<file path="src/rtl/ds18b20_responder.sv">
// DS18B20 1-Wire slave emulator: bus reset/presence, Skip ROM, Convert T and
// Read Scratchpad with a live Dallas CRC-8, all timed in clk_main cycles.
module ds18b20_responder #(
  parameter int unsigned T_RST    = 24000,
  parameter int unsigned T_PDLY   = 1500,
  parameter int unsigned T_PRES   = 6000,
  parameter int unsigned T_SAMPLE = 1500,
  parameter int unsigned T_HOLD0  = 1500
) (
  input  logic        clk_main,
  input  logic        reset_n,
  input  logic        dq_in,
  output logic        dq_oe,
  input  logic [15:0] temp_in,
  output logic        cmd_valid,
  output logic [7:0]  cmd_byte,
  output logic        cmd_err
);

  localparam int unsigned TMAX01 = (T_PDLY > T_PRES) ? T_PDLY : T_PRES;
  localparam int unsigned TMAX23 = (T_SAMPLE > T_HOLD0) ? T_SAMPLE : T_HOLD0;
  localparam int unsigned TMAX   = (TMAX01 > TMAX23) ? TMAX01 : TMAX23;
  localparam int unsigned CW     = $clog2(TMAX + 1);
  localparam int unsigned LW     = $clog2(T_RST + 1);

  typedef enum logic [2:0] {
    StIdle, StPresWait, StPresDrive, StRomCmd, StFuncCmd, StConv, StTxScratch, StHalt
  } state_e;

  state_e      state_q;
  logic [1:0]  sync_q;
  logic        prev_q;
  logic [LW-1:0] low_cnt_q;
  logic [CW-1:0] cnt_q;
  logic        busy_q;
  logic [7:0]  shift_q;
  logic [2:0]  bit_cnt_q;
  logic [6:0]  tx_cnt_q;
  logic [7:0]  crc_q;
  logic [15:0] temp_q;

  logic        dq_s, fall, rise, bus_rst, tx_bit, crc_fb;
  logic [63:0] scratch;
  logic [7:0]  byte_next;

  always_comb begin
    dq_s      = sync_q[1];
    fall      = prev_q & ~dq_s;
    rise      = ~prev_q & dq_s;
    bus_rst   = rise && (low_cnt_q >= LW'(T_RST));
    scratch   = {8'h10, 8'h0C, 8'hFF, 8'h7F, 8'h46, 8'h4B, temp_q};
    tx_bit    = tx_cnt_q[6] ? crc_q[0] : scratch[tx_cnt_q[5:0]];
    crc_fb    = crc_q[0] ^ tx_bit;
    byte_next = {dq_s, shift_q[7:1]};
  end

  always_ff @(posedge clk_main or negedge reset_n) begin
    if (!reset_n) begin
      state_q   <= StIdle;
      sync_q    <= 2'b11;
      prev_q    <= 1'b1;
      low_cnt_q <= '0;
      cnt_q     <= '0;
      busy_q    <= 1'b0;
      shift_q   <= 8'h00;
      bit_cnt_q <= 3'd0;
      tx_cnt_q  <= 7'd0;
      crc_q     <= 8'h00;
      temp_q    <= 16'h0550;
      dq_oe     <= 1'b0;
      cmd_valid <= 1'b0;
      cmd_byte  <= 8'h00;
      cmd_err   <= 1'b0;
    end else begin
      sync_q    <= {sync_q[0], dq_in};
      prev_q    <= dq_s;
      cmd_valid <= 1'b0;
      cmd_err   <= 1'b0;
      if (dq_s) begin
        low_cnt_q <= '0;
      end else if (low_cnt_q < LW'(T_RST)) begin
        low_cnt_q <= low_cnt_q + LW'(1);
      end

      if (bus_rst) begin
        // A long reset pulse wins over whatever the slave was doing.
        state_q   <= StPresWait;
        cnt_q     <= '0;
        busy_q    <= 1'b0;
        bit_cnt_q <= 3'd0;
        dq_oe     <= 1'b0;
      end else begin
        unique case (state_q)
          StIdle, StHalt: begin
          end
          StPresWait: begin
            if (cnt_q == CW'(T_PDLY - 1)) begin
              state_q <= StPresDrive;
              cnt_q   <= '0;
              dq_oe   <= 1'b1;
            end else begin
              cnt_q <= cnt_q + CW'(1);
            end
          end
          StPresDrive: begin
            if (cnt_q == CW'(T_PRES - 1)) begin
              state_q   <= StRomCmd;
              dq_oe     <= 1'b0;
              busy_q    <= 1'b0;
              bit_cnt_q <= 3'd0;
            end else begin
              cnt_q <= cnt_q + CW'(1);
            end
          end
          StRomCmd, StFuncCmd: begin
            if (!busy_q) begin
              if (fall) begin
                busy_q <= 1'b1;
                cnt_q  <= '0;
              end
            end else begin
              if (cnt_q < CW'(T_SAMPLE)) cnt_q <= cnt_q + CW'(1);
              if (cnt_q == CW'(T_SAMPLE - 1)) begin
                shift_q   <= byte_next;
                bit_cnt_q <= bit_cnt_q + 3'd1;
                if (bit_cnt_q == 3'd7) begin
                  cmd_valid <= 1'b1;
                  cmd_byte  <= byte_next;
                  if (state_q == StRomCmd) begin
                    if (byte_next == 8'hCC) begin
                      state_q <= StFuncCmd;
                    end else begin
                      cmd_err <= 1'b1;
                      state_q <= StHalt;
                    end
                  end else if (byte_next == 8'h44) begin
                    temp_q  <= temp_in;
                    state_q <= StConv;
                  end else if (byte_next == 8'hBE) begin
                    crc_q    <= 8'h00;
                    tx_cnt_q <= 7'd0;
                    state_q  <= StTxScratch;
                  end else begin
                    cmd_err <= 1'b1;
                    state_q <= StHalt;
                  end
                end
              end else if (cnt_q >= CW'(T_SAMPLE) && dq_s) begin
                busy_q <= 1'b0;
              end
            end
          end
          StConv: begin
            // Conversion is instantaneous, so read slots always see a released line.
            if (!busy_q) begin
              if (fall) busy_q <= 1'b1;
            end else if (dq_s) begin
              busy_q <= 1'b0;
            end
          end
          StTxScratch: begin
            if (!busy_q) begin
              if (fall) begin
                busy_q   <= 1'b1;
                cnt_q    <= '0;
                dq_oe    <= ~tx_bit;
                tx_cnt_q <= tx_cnt_q + 7'd1;
                if (tx_cnt_q[6]) begin
                  crc_q <= {1'b0, crc_q[7:1]};
                end else begin
                  crc_q <= {1'b0, crc_q[7:1]} ^ (crc_fb ? 8'h8C : 8'h00);
                end
              end
            end else if (dq_oe) begin
              if (cnt_q == CW'(T_HOLD0 - 1)) begin
                dq_oe <= 1'b0;
              end else begin
                cnt_q <= cnt_q + CW'(1);
              end
            end else if (dq_s) begin
              busy_q <= 1'b0;
              if (tx_cnt_q == 7'd72) state_q <= StHalt;
            end
          end
        endcase
      end
    end
  end

endmodule

</file>
<file path="config.mk">
export PLATFORM = sky130hd
export DESIGN_NAME = ds18b20_responder
export DESIGN_NICKNAME = d
export VERILOG_FILES = /design/src/rtl/ds18b20_responder.sv
export SDC_FILE = /design/constraint.sdc
export NUM_CORES = 1
export LEC_CHECK = 0
export CORE_AREA = 8 8 96 98
export CTS_CLUSTER_DIAMETER = 150
export DETAILED_ROUTE_END_ITERATION = 10
export DIE_AREA = 0 0 104 106
export PLACE_DENSITY_LB_ADDON = 0.2
export SYNTH_ARGS = -nofsm -noshare
export SYNTH_HDL_FRONTEND = slang
export SYNTH_SLANG_ARGS = --single-unit
</file>
<file path="constraint.sdc">
create_clock -name clk_main -period 4.4 [get_ports clk_main]
set_input_delay 0.88 -clock clk_main [delete_from_list [all_inputs] [get_ports clk_main]]
set_output_delay 0.88 -clock clk_main [all_outputs]
set_load 0.05 [all_outputs]
</file>
# Word-level counts from Yosys, hierarchy flattened
# Index checks and enable logic that the tools add are counted.
[classes]
magnitude_cmp = 5
n_bitwise = 9
n_addsub = 4
n_eq_ne = 35
reduce_logical = 18
muxes = 87
[op_table]
columns = ["cell", "count"]
rows = [
  ["13-bit 2-to-1 mux", 9],
  ["8-bit 2-to-1 mux", 10],
  ["7-bit 2-to-1 mux", 8],
  ["13-bit case mux with 4 select lines", 1],
  ["3-bit 2-to-1 mux", 15],
  ["1-bit 2-to-1 mux", 33],
  ["15-bit 2-to-1 mux", 2],
  ["3-bit != test, second input constant", 10],
  ["10-bit AND reduction", 2],
  ["8-bit equality test, second input constant", 2],
  ["2-bit != test, second input constant", 8],
  ["4-bit != test, second input constant", 4],
  ["8-bit case mux with 2 select lines", 1],
  ["15-bit by 1-bit adder with 15-bit output, second input constant", 1],
  ["15-bit greater-or-equal comparator, second input constant", 1],
  ["15-bit less-than comparator, second input constant", 1],
  ["7-bit case mux with 2 select lines", 1],
  ["13-bit by 1-bit adder with 13-bit output, second input constant", 1],
  ["13-bit by 11-bit equality test with 1-bit output, second input constant", 1],
  ["13-bit equality test, second input constant", 1],
  ["13-bit by 11-bit greater-or-equal comparator with 1-bit output, second input constant", 1],
  ["13-bit by 11-bit less-than comparator with 1-bit output, second input constant", 1],
  ["3-bit equality test, second input constant", 4],
  ["3-bit case mux with 4 select lines", 1],
  ["26 further kinds", 39],
]
[word_totals]
ff_bits = 88

# Logic depth before layout (Yosys ltp)
[logic_depth]
ltp_word = 10
mapped_depth = 10

# Worst setup path before layout
# Ideal clock, no wire load.
[synth_timing]
kind = "register -> register"
startpoint = "register tx_cnt_q[0]"
endpoint = "register state_q[1]"
n_path_buf = 1
path_slack_ns = 1.768
stages_incl_launch_ff = 10
t_arrival_ns = 2.564
synth_period_minus_slack_ns = 2.632
cell_sequence = "dfrtp_1 > clkbuf_1 > inv_1 > ha_1 > or3b_2 > o41ai_1 > o211ai_1 > a2111o_1 > a2111oi_2 > a311o_1"
[synth_between]
elab_chain_len = 3
[synth_lines]
columns = ["item", "line_no", "source"]
rows = [
  ["from (decl)", "38", "logic [6:0] tx_cnt_q;"],
  ["from (signal assigned)", "167", "tx_cnt_q <= tx_cnt_q + 7'd1;"],
  ["7-bit equality test", "182", "if (tx_cnt_q == 7'd72) state_q <= StHalt;"],
  ["3-bit != test (no source line)", "-", ""],
  ["10-bit AND reduction (no source line)", "-", ""],
  ["to (signal assigned)", "142", "state_q <= StTxScratch;"],
  ["to (signal assigned)", "145", "state_q <= StHalt;"],
  ["to (signal assigned)", "182", ""],
  ["to (decl)", "30", "state_e state_q;"],
]
# No other way between the ends.
# A chain may end at the register's enable or synchronous reset.

# Worst setup path in the final report
[layout_timing]
startpoint = "register sync_q[1]"
endpoint = "register tx_cnt_q[3]"
[layout_between]
elab_chain_len = 4
[layout_lines]
columns = ["item", "line_no", "source"]
rows = [
  ["from (decl)", "31", "logic [1:0] sync_q;"],
  ["from (signal assigned)", "75", "sync_q <= {sync_q[0], dq_in};"],
  ["branches (longest 3 deep; another with 8-bit equality test)", "-", ""],
  ["10-bit AND reduction (no source line) *", "-", ""],
]
# Every way passes the cells marked *.

==> qor.yml <==
grt_util_met2: 0.302
antenna_left: 0
cp.required_ps: 4690
rows: 33
period_share: 0.684
r2r-end: "tx_cnt_q[3]"
synthToLayoutAreaGrowth_pct: 10.8
cts_setup_buffers: 0
finalSetupViolCount: 0
nets: 538
critPathCaptureType: "register"
dieArea_mm2: 0.0110
grt.met1_usage: 0.247
cts_buffers: 9
worstPathMaxFanout: 31
die_h_um: 106
antenna_found_initial: 0
synth_cell_type_count: 71
htree_levels: 3
timing.final.max_slew_violations: 0
use_met3: 0.0472
hp-start: "sync_q[0]"
gr-total-overflow: 0
peakVddDrop_uv: 193
synth_seq_cells: 87
port_buffers: 29
final_hold_viol_count: 0
syn_inst: 490
hp-class: "reg2reg"
synth_edf_count: 0
path_class: "reg2reg"
status: "complete, no violations"
r2r-start: "sync_q[1]"
syn_avg_cell_area_um2: 9.88
fmax_ghz: 0.332
syn-num-nets: 520
p_leak_nw: 2.27
yosys-top-cells-count: "80 x dfrtp_1, 70 x nand2_1, 31 x nor2_1, 28 x nand3_1"
clock_latency_ps: 370
worst_pin_slew_ps: 873
antenna-diode-count: 0
cp-start-kind: "register"
die_width_um: 104
fin_crit_ps: 3010
dp_hpwl_um: 7020
synth_top_area_frac: 0.414
wl_um: 10200
cts_num_sinks: 87
yosysMostFrequentCell: "dfrtp_1"
synthArstFlopShare: 1.00
post_cts_resized: 0
cp_slowest_cell: "dfstp_2"
instances_no_fill: 618
path_cells: "nand2_1 -> nor3_1 -> a41oi_1 -> or3_1 -> or4_1 -> a21boi_1"
grt_pass1_wl_um: 17500
grt_pass1_vias: 3687
drt_iter0_drc: 295
grt_max_degree: 59
drive_above_1_share: 0.129
yosys.area.top_type: "dfrtp_1"
synth_area_mm2: 0.00484
core_mm2: 0.00785
critical_path_arrival_ps: 3300
clockBufferDepth: 2
track_usage: 0.189
r2r_slack_ps: 1390
cts_tree: "yes"
initial_core_util: 0.617
relSlewSlack: 0.417
clk_pin_slew_ps: 100
clock_skew_ps: 12.7
reg2reg_depth: 6
dp.cells: 602
cp-startpoint: "sync_q[1]"
root_buffer: "clkbuf_8"
ys.warnings.count: 0
vias: 3828
drv_cap: 0
avgRoutedWirePerCell_um: 16.4
busiest_layer: "met2"
holdBufCountCts: 0
first_pass_iters: 5
p_per_area_mw_per_mm2: 268
ys_dominant_reg_cell: "dfrtp_1"
rsz0062_at_grt: "no"
ys_seq_area_frac: 0.452
slowest_delay_ps: 890
pin_count: 30
drc_errors: 0
synth.area.top_cells: "dfrtp_1 41%, nand2_1 5.4%, dfstp_2 3.8%, mux2_2 3.5%, mux2_4 3.1%"
crit_path_end: "tx_cnt_q[3]"
gp_congestion: 0.891
via_per_inst: 6.19
setup_tns_ps: 0
power by group:
part	total (W)	internal (W)	leakage, nW	switching (W)
Combinational	0.0000562	0.0000298	1.01	0.0000265
Clock	0.000554	0.000235	0.102	0.000319
Sequential	0.000824	0.000813	1.16	0.0000113
Total	0.00143	0.00108	2.27	0.000357
metal layers:
metal | part of all wire | wire, um
met2 | 0.48 | 4910
met5 | 0 | 0
met3 | 0.052 | 532
met1 | 0.45 | 4560
met4 | 0.015 | 151
critical path, delay by kind of cell (launching register included):
| kind | cells | cell delay, ps |
|---|---|---|
| compound gates | 2 | 350 |
| flops | 1 | 890 |
| simple gates | 4 | 1690 |
worst min path at each step:
stage	end	slack (ps)	cells after the start
2_1_floorplan	sync_q[1]	350	0
3_3_place_gp	sync_q[1]	350	0
3_5_place_dp	sync_q[1]	350	0
4_1_cts	sync_q[1]	360	0
5_1_grt	sync_q[1]	370	0
6_report	sync_q[1]	360	0
metrics by stage:
| stage | setup WS [ps] | total power [W] | cell area (um2) | util | hold WS (ps) |
|---|---|---|---|---|---|
| final | 1390 | 0.00143 | 5360 | 0.684 | 360 |
| after global routing | 1180 | 0.00148 | 5360 | 0.684 | 367 |
| after floorplan | 1770 | 0.000859 | 4840 | - | 345 |
| after detailed placement | 1410 | 0.000897 | 5160 | 0.658 | 347 |
| after global placement | 1520 | 0.000895 | 5160 | 0.658 | 346 |
| after CTS | 1390 | 0.00145 | 5360 | 0.684 | 363 |
flip-flops by register name (all words and copies together), names as in the netlist:
register   count
sync_q         2
busy_q         1
cmd_err        1
crc_q          8
low_cnt_q     15
tx_cnt_q       7
dq_oe          1
shift_q        7
cmd_valid      1
temp_q        16
prev_q         1
cnt_q         13
bit_cnt_q      3
cmd_byte       8
state_q        3
final cells by class:
cell class	count	area, um2
clock buffers	10	138
clock inverters	6	62.6
fillers	564	2480
inverters	18	67.6
multi-input cells	360	2470
flip-flops and latches	87	2190
well taps	105	131
repair buffers	32	310
cell usage in the layout (no fill, tap or decap), types with 5 or more instances in the layout:
cell and n:
nor4_1 8, ha_1 11, o21ai_0 19, nand2b_1 6, dfstp_2 7, a21oi_1 16
xor2_1 7, mux2i_1 11, nand3_1 28, o22ai_1 5, mux2_4 10, and3_1 9
clkbuf_8 10, inv_1 18, nor3_1 8, dfrtp_1 80, nand2_1 70, nor2_1 31
o31ai_1 6, clkdlybuf4s50_1 28, mux2_2 15, xnor2_1 6, or3_1 6, nand4_1 5
cells by family (layout without fill, tap and decap cells):
| kind of cell | Yosys count | after routing | share of synthesized area |
|---|---|---|---|
| AND/OR/NAND/NOR | 202 | 202 | 0.218 |
| AO/OA/AOI/OAI | 96 | 96 | 0.142 |
| flip-flops | 87 | 87 | 0.452 |
| buffers and inverters | 43 | 66 | 0.0385 |
| multiplexers | 38 | 38 | 0.0980 |
| XOR/XNOR | 13 | 13 | 0.0235 |
| adder cells (fa/ha/maj) | 11 | 11 | 0.0284 |
Power figures use the tool's default switching activity.
